===== src/rtl/alu_sequencer_pkg.sv =====
// Shared definitions for the ALU sequencer: instruction field layout, opcodes,
// funct codes and register indices.
package alu_sequencer_pkg;

    localparam int unsigned NUM_REGS = 4;

    localparam int unsigned RD_MSB    = 7;
    localparam int unsigned RD_LSB    = 6;
    localparam int unsigned RS1_MSB   = 5;
    localparam int unsigned RS1_LSB   = 4;
    localparam int unsigned FUNCT_MSB = 3;
    localparam int unsigned FUNCT_LSB = 2;
    localparam int unsigned IMM_BIT   = 1;
    localparam int unsigned OP_BIT    = 0;

    localparam logic OP_R = 1'b0;

    localparam logic [1:0] R_ADD = 2'b00;
    localparam logic [1:0] R_AND = 2'b01;
    localparam logic [1:0] R_OR  = 2'b10;

    localparam logic [1:0] REG0 = 2'd0;
    localparam logic [1:0] REG1 = 2'd1;
    localparam logic [1:0] REG2 = 2'd2;
    localparam logic [1:0] REG3 = 2'd3;

    // Builds a register-register instruction with the imm flag clear.
    function automatic logic [7:0] encode_r(input logic [1:0] rd, input logic [1:0] rs1,
                                            input logic [1:0] funct);
        return {rd, rs1, funct, 1'b0, OP_R};
    endfunction

endpackage


===== src/rtl/alu_sequencer_alu.sv =====
// Combinational ALU: decodes the latched instruction and computes rd_val op rs1_val,
// flagging anything that is not a supported R-type operation as illegal.
module alu_sequencer_alu
    import alu_sequencer_pkg::*;
#(
    parameter int unsigned DW = 8,
    parameter int unsigned IW = 8
) (
    input  logic [IW-1:0] instr,
    input  logic [DW-1:0] rd_val,
    input  logic [DW-1:0] rs1_val,
    output logic [DW-1:0] y,
    output logic          illegal
);

    logic [1:0] funct;
    assign funct = instr[FUNCT_MSB:FUNCT_LSB];

    // Register indices are resolved by the sequencer; the ALU only needs the opcode fields.
    logic unused_fields;
    assign unused_fields = ^instr[IW-1:FUNCT_MSB+1];

    always_comb begin
        y       = '0;
        illegal = 1'b0;
        if (instr[OP_BIT] != OP_R || instr[IMM_BIT]) begin
            illegal = 1'b1;
        end else begin
            unique case (funct)
                R_ADD:   y = rd_val + rs1_val;
                R_AND:   y = rd_val & rs1_val;
                R_OR:    y = rd_val | rs1_val;
                default: illegal = 1'b1;
            endcase
        end
    end

endmodule


===== src/rtl/alu_sequencer.sv =====
// Four-state instruction sequencer around a small register file and ALU:
// IDLE accepts an instruction, DECODE reads operands, EXEC computes, WB retires.
module alu_sequencer
    import alu_sequencer_pkg::*;
#(
    parameter int unsigned DW = 8,
    parameter int unsigned IW = 8
) (
    input  logic          clk,
    input  logic          rst_n,
    input  logic          instr_valid,
    input  logic [IW-1:0] instr,
    output logic          instr_ready,
    input  logic          cfg_we,
    input  logic [1:0]    cfg_addr,
    input  logic [DW-1:0] cfg_wdata,
    output logic          done,
    output logic          err,
    output logic [DW-1:0] result,
    output logic          busy,
    input  logic [1:0]    dbg_sel,
    output logic [DW-1:0] dbg_data
);

    typedef enum logic [1:0] {
        StIdle   = 2'd0,
        StDecode = 2'd1,
        StExec   = 2'd2,
        StWb     = 2'd3
    } state_e;

    state_e        state_q, state_d;
    logic [IW-1:0] instr_q;
    logic [DW-1:0] rd_val_q, rs1_val_q, result_q;
    logic [DW-1:0] regs_q [NUM_REGS];
    logic [DW-1:0] alu_y;
    logic          alu_illegal;
    logic [1:0]    rd_idx, rs1_idx;

    assign rd_idx  = instr_q[RD_MSB:RD_LSB];
    assign rs1_idx = instr_q[RS1_MSB:RS1_LSB];

    alu_sequencer_alu #(
        .DW (DW),
        .IW (IW)
    ) u_alu (
        .instr   (instr_q),
        .rd_val  (rd_val_q),
        .rs1_val (rs1_val_q),
        .y       (alu_y),
        .illegal (alu_illegal)
    );

    always_comb begin
        state_d = state_q;
        unique case (state_q)
            StIdle:   if (instr_valid) state_d = StDecode;
            StDecode: state_d = StExec;
            StExec:   state_d = StWb;
            StWb:     state_d = StIdle;
            default:  state_d = StIdle;
        endcase
    end

    always_ff @(posedge clk or negedge rst_n) begin
        if (!rst_n) begin
            state_q   <= StIdle;
            instr_q   <= '0;
            rd_val_q  <= '0;
            rs1_val_q <= '0;
            result_q  <= '0;
        end else begin
            state_q <= state_d;
            if (state_q == StIdle && instr_valid) begin
                instr_q <= instr;
            end
            if (state_q == StDecode) begin
                rd_val_q  <= regs_q[rd_idx];
                rs1_val_q <= regs_q[rs1_idx];
            end
            // Illegal instructions leave the previous result visible.
            if (state_q == StExec && !alu_illegal) begin
                result_q <= alu_y;
            end
        end
    end

    // Preload and writeback live in different states, so they never collide.
    always_ff @(posedge clk or negedge rst_n) begin
        if (!rst_n) begin
            for (int i = 0; i < NUM_REGS; i++) begin
                regs_q[i] <= '0;
            end
        end else if (state_q == StIdle && cfg_we) begin
            regs_q[cfg_addr] <= cfg_wdata;
        end else if (state_q == StWb && !alu_illegal) begin
            regs_q[rd_idx] <= result_q;
        end
    end

    assign instr_ready = (state_q == StIdle);
    assign busy        = (state_q != StIdle);
    assign done        = (state_q == StWb) && !alu_illegal;
    assign err         = (state_q == StWb) && alu_illegal;
    assign result      = result_q;
    assign dbg_data    = regs_q[dbg_sel];

endmodule

===== config.mk =====
export PLATFORM = sky130hd
export DESIGN_NAME = alu_sequencer
export DESIGN_NICKNAME = d
export VERILOG_FILES = /design/src/rtl/alu_sequencer_pkg.sv /design/src/rtl/alu_sequencer_alu.sv /design/src/rtl/alu_sequencer.sv
export SDC_FILE = /design/constraint.sdc
export NUM_CORES = 1
export LEC_CHECK = 0
export ABC_CLOCK_PERIOD_IN_PS = 1800
export BUFFER_PORTS_ARGS = -buffer_cell sky130_fd_sc_hd__buf_2
export CAP_MARGIN = 20
export CORE_MARGIN = 1.5
export CORE_UTILIZATION = 54
export CTS_CLUSTER_SIZE = 25
export DETAILED_ROUTE_END_ITERATION = 10
export GPL_TIMING_DRIVEN = 1
export PLACE_DENSITY = 0.77
export SYNTH_ARGS = -nofsm -noshare
export SYNTH_HDL_FRONTEND = slang
export SYNTH_SLANG_ARGS = --single-unit

===== constraint.sdc =====
create_clock -name clk -period 1.8 [get_ports clk]
set_input_delay 0.36 -clock clk [delete_from_list [all_inputs] [get_ports clk]]
set_output_delay 0.36 -clock clk [all_outputs]
set_load 0.02 [all_outputs]

# Yosys cells after proc, flatten, opt, wreduce, memory -nomap -nowiden
# Cells that the tools add are included.
dict set report word_totals {
  reg_bits 66
  in_bits 24
  output_inout_bits 20
  word_cells 65
}
dict set report op_classes {
  add_sub_neg 1
  n_lt_le_gt_ge 6
  n_eq_ne 6
  mux 23
  n_bitwise 6
  n_reduce_logical 14
}
# op count
set ops {}
lappend ops {{8-bit two-way mux} 9}
lappend ops {{32-bit bitwise mux} 2}
lappend ops {{32-bit two-way mux} 2}
lappend ops {{8-bit binary-select mux with 2-bit select} 3}
lappend ops {{8-bit demux with 2-bit select} 2}
lappend ops {{8-bit case mux with 3 select lines} 1}
lappend ops {{3-bit >= comparator, second input constant} 4}
lappend ops {{2-bit NOT with 3-bit output} 4}
lappend ops {{8-bit adder} 1}
lappend ops {{8-bit bitwise AND} 1}
lappend ops {{8-bit bitwise OR} 1}
lappend ops {{2-bit case mux with 4 select lines} 1}
lappend ops {{1-bit logical AND} 7}
lappend ops {{2-bit equality test, second input constant} 3}
lappend ops {{3-bit by 1-bit less-than comparator with 1-bit output, second input constant} 2}
lappend ops {{2-bit by 1-bit equality test with 1-bit output, second input constant} 2}
lappend ops {{2-bit logical NOT} 2}
lappend ops {{2-bit nonzero test} 2}
lappend ops {{3-bit OR reduction} 1}
lappend ops {{1-bit two-way mux} 2}
lappend ops {{2-bit two-way mux} 1}
lappend ops {{2-bit != test, second input constant} 1}
lappend ops {{1-bit logical NOT} 1}
lappend ops {{1-bit logical OR} 1}

# Depth between registers and ports, before layout
dict set report depth {
  word_depth 8
  mapped_depth 8
  depth_no_buf 6
}

# Modules after synthesis
# Synthesis repeated with hierarchy kept, for this count alone.
dict set report unflattened {
  cells_unflattened 376
  hier_area_um2 4361.7
}
# module n_inst cells_per_inst area_each_um2 seq_area_each_um2
set modules_own_cells {}
lappend modules_own_cells {alu_sequencer 1 272 3648.5 1651.6}
lappend modules_own_cells {alu_sequencer_alu 1 104 713.2 0.0}

# Worst setup path before layout
# No wires, ideal clock.
dict set report synth_timing {
  path_kind {register to register}
  startpoint {register state_q[0]}
  endpoint {register regs_q[24] (netlist name)}
  arrival_time_ps 2017
  t_required_ps 1675
  slack_ps -341
  path_stages_with_launch 8
  synth_period_minus_slack_ps 2141
  cell_sequence {dfrtp_1 > inv_1 > ha_1 > nand2_1 > nor3_2 > o22a_1 > buf_4 > mux2_2}
}
dict set report synth_via {
  elab_chain_len 3
}
# item line
set synth_rtl {}
lappend synth_rtl {{from (decl)} alu_sequencer.sv:32} ;# state_e state_q, state_d;
lappend synth_rtl {{from (signal assigned)} alu_sequencer.sv:67} ;# state_q <= StIdle;
lappend synth_rtl {{from (signal assigned)} alu_sequencer.sv:73} ;# state_q <= state_d;
lappend synth_rtl {{2-bit logical NOT (*)} -}
lappend synth_rtl {{named net instr_ready} alu_sequencer.sv:13} ;# output logic instr_ready,
lappend synth_rtl {{1-bit logical AND (*)} alu_sequencer.sv:94} ;# end else if (state_q == StIdle && cfg_we) begin
lappend synth_rtl {{32-bit two-way mux or 2-bit nonzero test (tied branches)} -}
lappend synth_rtl {{to (signal, indexed assignment)} alu_sequencer.sv:95} ;# regs_q[cfg_addr] <= cfg_wdata;
lappend synth_rtl {{to (signal, indexed assignment)} alu_sequencer.sv:97} ;# regs_q[rd_idx] <= result_q;
lappend synth_rtl {{to (decl)} alu_sequencer.sv:35} ;# logic [DW-1:0] regs_q [NUM_REGS];
# The timed path passes the listed nets; every way through them passes the cells marked *.
# A chain may end at the register's enable or synchronous reset.

# Worst setup path after layout
dict set report layout_timing {
  startpoint {register regs_q[20] (netlist name)}
  endpoint {output port dbg_data[4]}
}
dict set report layout_via {
  elab_chain_len 3
}
# item line
set layout_rtl {}
lappend layout_rtl {{8-bit binary-select mux with 2-bit select} alu_sequencer.sv:106} ;# assign dbg_data = regs_q[dbg_sel];
lappend layout_rtl {{8-bit two-way mux (implied by the code) (2 in a row)} alu_sequencer.sv:106}
lappend layout_rtl {{to (decl)} alu_sequencer.sv:22} ;# output logic [DW-1:0] dbg_data
# No other way between the ends. The select of a mux whose other input is x is not followed.

==> flow_summary.yaml <==
final_layout:
  antennaDiodeCount: 0
  fillers: 497
  drive_above_1_share: 0.380
  nets: 480
  postLayoutCoreUtil: 0.697
  design_area_um2: 5110
  area_delta_synth_final_pct: 23.7
  multi_input_area_um2: 2440
  register_area_um2: 1650
global_routing:
  gr-total-overflow: 0
  grt_max_degree: 67
  grt_pass1_vias: 3335
  antenna_found_initial: 0
  grt.total_usage: 0.274
  grt_pass1_wl_mm: 17.2
worst_setup_path:
  path_cells: "mux4_2, buf_2"
  endpoint_kind: "output port"
  worst-path-buf-inv: 1
  crit_path_max_incr_delay_ps: 470
  crit_required_ps: 1440
  critPathMaxFanout: 4
  crit_family: "multiplexers"
  cp-start-kind: "flop"
  crit_arrival_ps: 1440
  cp_slowest_cell: "mux4_2"
  worstSetupPathType: "reg2out"
power_and_ir_drop:
  combPwrFrac: 0.503
  sequentialPowerShare: 0.336
  ir_worst_vdd_mv: 1.23
  p_sw_frac: 0.412
  pwr-share-clk: 0.161
  p_per_area_nw_per_um2: 1720
  p_switching_w: 0.00362
  internal_power_w: 0.00517
  p_leak_nw: 2.39
clocking:
  cts_buffer_depth: 2
  clk_latency_ps: 350
  numCtsBuffers: 9
  cts_hold_buf: 0
  clock-root-buffer: "clkbuf_8"
  htreeDepth: 3
  cts_tree: "done"
  clkTransAtPathRegs_ps: 90
  cts.sinks: 66
routing:
  wl_met3_um: 655
  routedWlPerCell_um: 20.4
  drc: 0
  met2WireLength_mm: 5.39
  drt-pass1-iter-count: 5
  via_per_inst: 6.20
  top_layer: "met4"
  ant_nets: 0
  wl_mm: 11.0
  drtIter0Drc: 253
  vias: 3341
  drt-met1-wl_mm: 4.70
sta:
  rsz0062_at_grt: "yes"
  finalHoldViolations: 0
  worst_pin_slew_ps: 600
  slew_viol_final: 0
  finalCritPeriodShare: 1.00
  worst_slack_ps: -0.747
  setup_viol: 1
  fin_skew_ps: 12.4
  relSlewSlack: 0.600
  clock.fmax_mhz: 555
  period_needed_ps: 1800
yosys:
  syn_nets: 406
  synth.most_common_cell: "dfrtp_1"
  syn_area_um2: 4130
  synth-seq-area-share: 0.400
  yosysWarningCount: 0
  synth_common_cells: "dfrtp_1 (66), inv_1 (25), nand2_1 (25), o21ai_0 (25)"
  synth_area_per_cell_um2: 11.4
  synth_largest_area_cell: "dfrtp_1"
  synth_top_area_frac: 0.400
  postSynth.asyncResetShare: 1.00
  netlist_instances: 361
  yosys_most_used_dff: "dfrtp_1"
  synth_area_leaders: "dfrtp_1 (40%), mux4_2 (13%), ha_1 (6.1%), a22o_1 (5.1%), mux2_2 (4.4%)"
  ys_types: 53
  synth_edf_count: 0
  ys_seq_elements: 66
placement:
  dpl_cell_area_um2: 4670
  gp_congestion: 0.872
  io_buffer_count: 43
  dp_hpwl_mm: 7.28
outcome:
  status: "finished, violations left"
  failed_checks: "setup timing"
hold_path:
  hp-class: "in2async"
die:
  die-area_um2: 8180
  start_util: 0.564
  ios: 44
  fp.dieW_um: 90.5
  core-area_um2: 7330
  row_count: 31
  die_h_um: 90.5
job:
  max_cap_viol_count: 0
==> power by group through the flow <==
stage	Clock [W]	Sequential [W]	Combinational, W
2_1_floorplan	0	0.00269	0.00293
3_3_place_gp	0	0.00291	0.00385
3_5_place_dp	0	0.00297	0.00394
4_1_cts	0.00142	0.00292	0.00407
5_1_grt	0.00148	0.00304	0.00479
6_report	0.00141	0.00296	0.00442
==> path summary, 6_finish.rpt <==
path / endpoint / cells past startpoint / startpoint / slack (ps)
setup / recovery: dbg_data[4] / 2 / regs_q[20] / -0.7
hold / removal: instr_q[2] / 2 / rst_n / 20
setup reg to reg: result[4] / 6 / rs1_val_q[0] / 60
hold reg to reg: regs_q[14] / 1 / regs_q[14] / 530
max in group asynchronous: regs_q[15] / 2 / rst_n / 1500
min in group clk: state_q[1] / 2 / instr_valid / 220
==> through the flow <==
stage          setup TNS [ps]  power, W  instances  hold WS (ps)  setup WS (ps)
4_1_cts                     0   0.00841        531          35.2          0.766
3_3_place_gp                0   0.00675        510           407           55.8
6_report               -0.747   0.00879        539          16.3         -0.747
3_5_place_dp            -22.7   0.00691        510           409          -22.7
5_1_grt                 -79.0   0.00931        539          46.0          -34.5
2_1_floorplan           -1190   0.00562        361          64.4           -118
==> repair_timing <==
action                     CTS  global route
hold endpoints to repair     0             0
resized for setup            5            29
pin swaps                    1             6
buffers inserted             5             8
setup endpoints to repair    7            37
==> layout make-up <==
class	count	area share
Tap cell	99	0.0242
Clock inverter	6	0.0176
Clock buffer	10	0.0250
Inverter	25	0.0184
Timing Repair Buffer	80	0.115
Sequential cell	66	0.323
Multi-Input combinational cell	253	0.477
==> per-layer routing <==
metal,global-route usage,vias up
li1,-,1512
met1,0.365,1680
met2,0.429,128
met3,0.0556,21
met4,0.130,0
met5,0,-
==> worst reg2reg max path: stages (launching register included) <==
cell and delay [ps]:
dfrtp_1 400, ha_2 220, fa_2 370, a21oi_2 180, o21ai_0 120, mux2i_1 140
a41oi_1 230
==> cell usage in the layout, fill, tap and decap left out, types with 3 or more instances in the layout <==
cell      synthesis  routed
nand2b_1          7       7
mux2_4            0       8
dfrtp_1          66      66
a31oi_1           3       3
a21oi_2           1       3
a21o_1           18      18
mux2i_1           4       4
nor2_4            2       3
mux4_2           24      24
a221o_1           8       8
clkbuf_8          0       9
mux2_2           16       8
inv_1            25      23
a22o_1           24      24
and2_1           11       9
o21ai_0          25      25
buf_6             0       3
ha_1             20      14
ha_4              0       3
buf_2             8      40
buf_4             1      31
a21oi_1          13      11
buf_12            0       6
nor2_1           12      11
ha_2              0       3
nand2_1          25      25
==> sequential cells by signal, summed over array words and instances (netlist names) <==
name and flops:
result 8, rd_val_q 8, regs_q 32, instr_q 8, rs1_val_q 8, state_q 2
==> cells by family (layout without fill, tap and decap cells) <==
group,count (synthesis),in the layout,synth area share
DFF,66,66,0.400
adders and majority gates,21,21,0.0654
and+or+nand+nor,80,80,0.118
buffers and inverters,42,121,0.0418
AOI/OAI and AO/OA,107,107,0.189
muxes,44,44,0.184
xor gates and xnor gates,1,1,0.00212
Note: power is estimated with default switching activity, not from simulation.
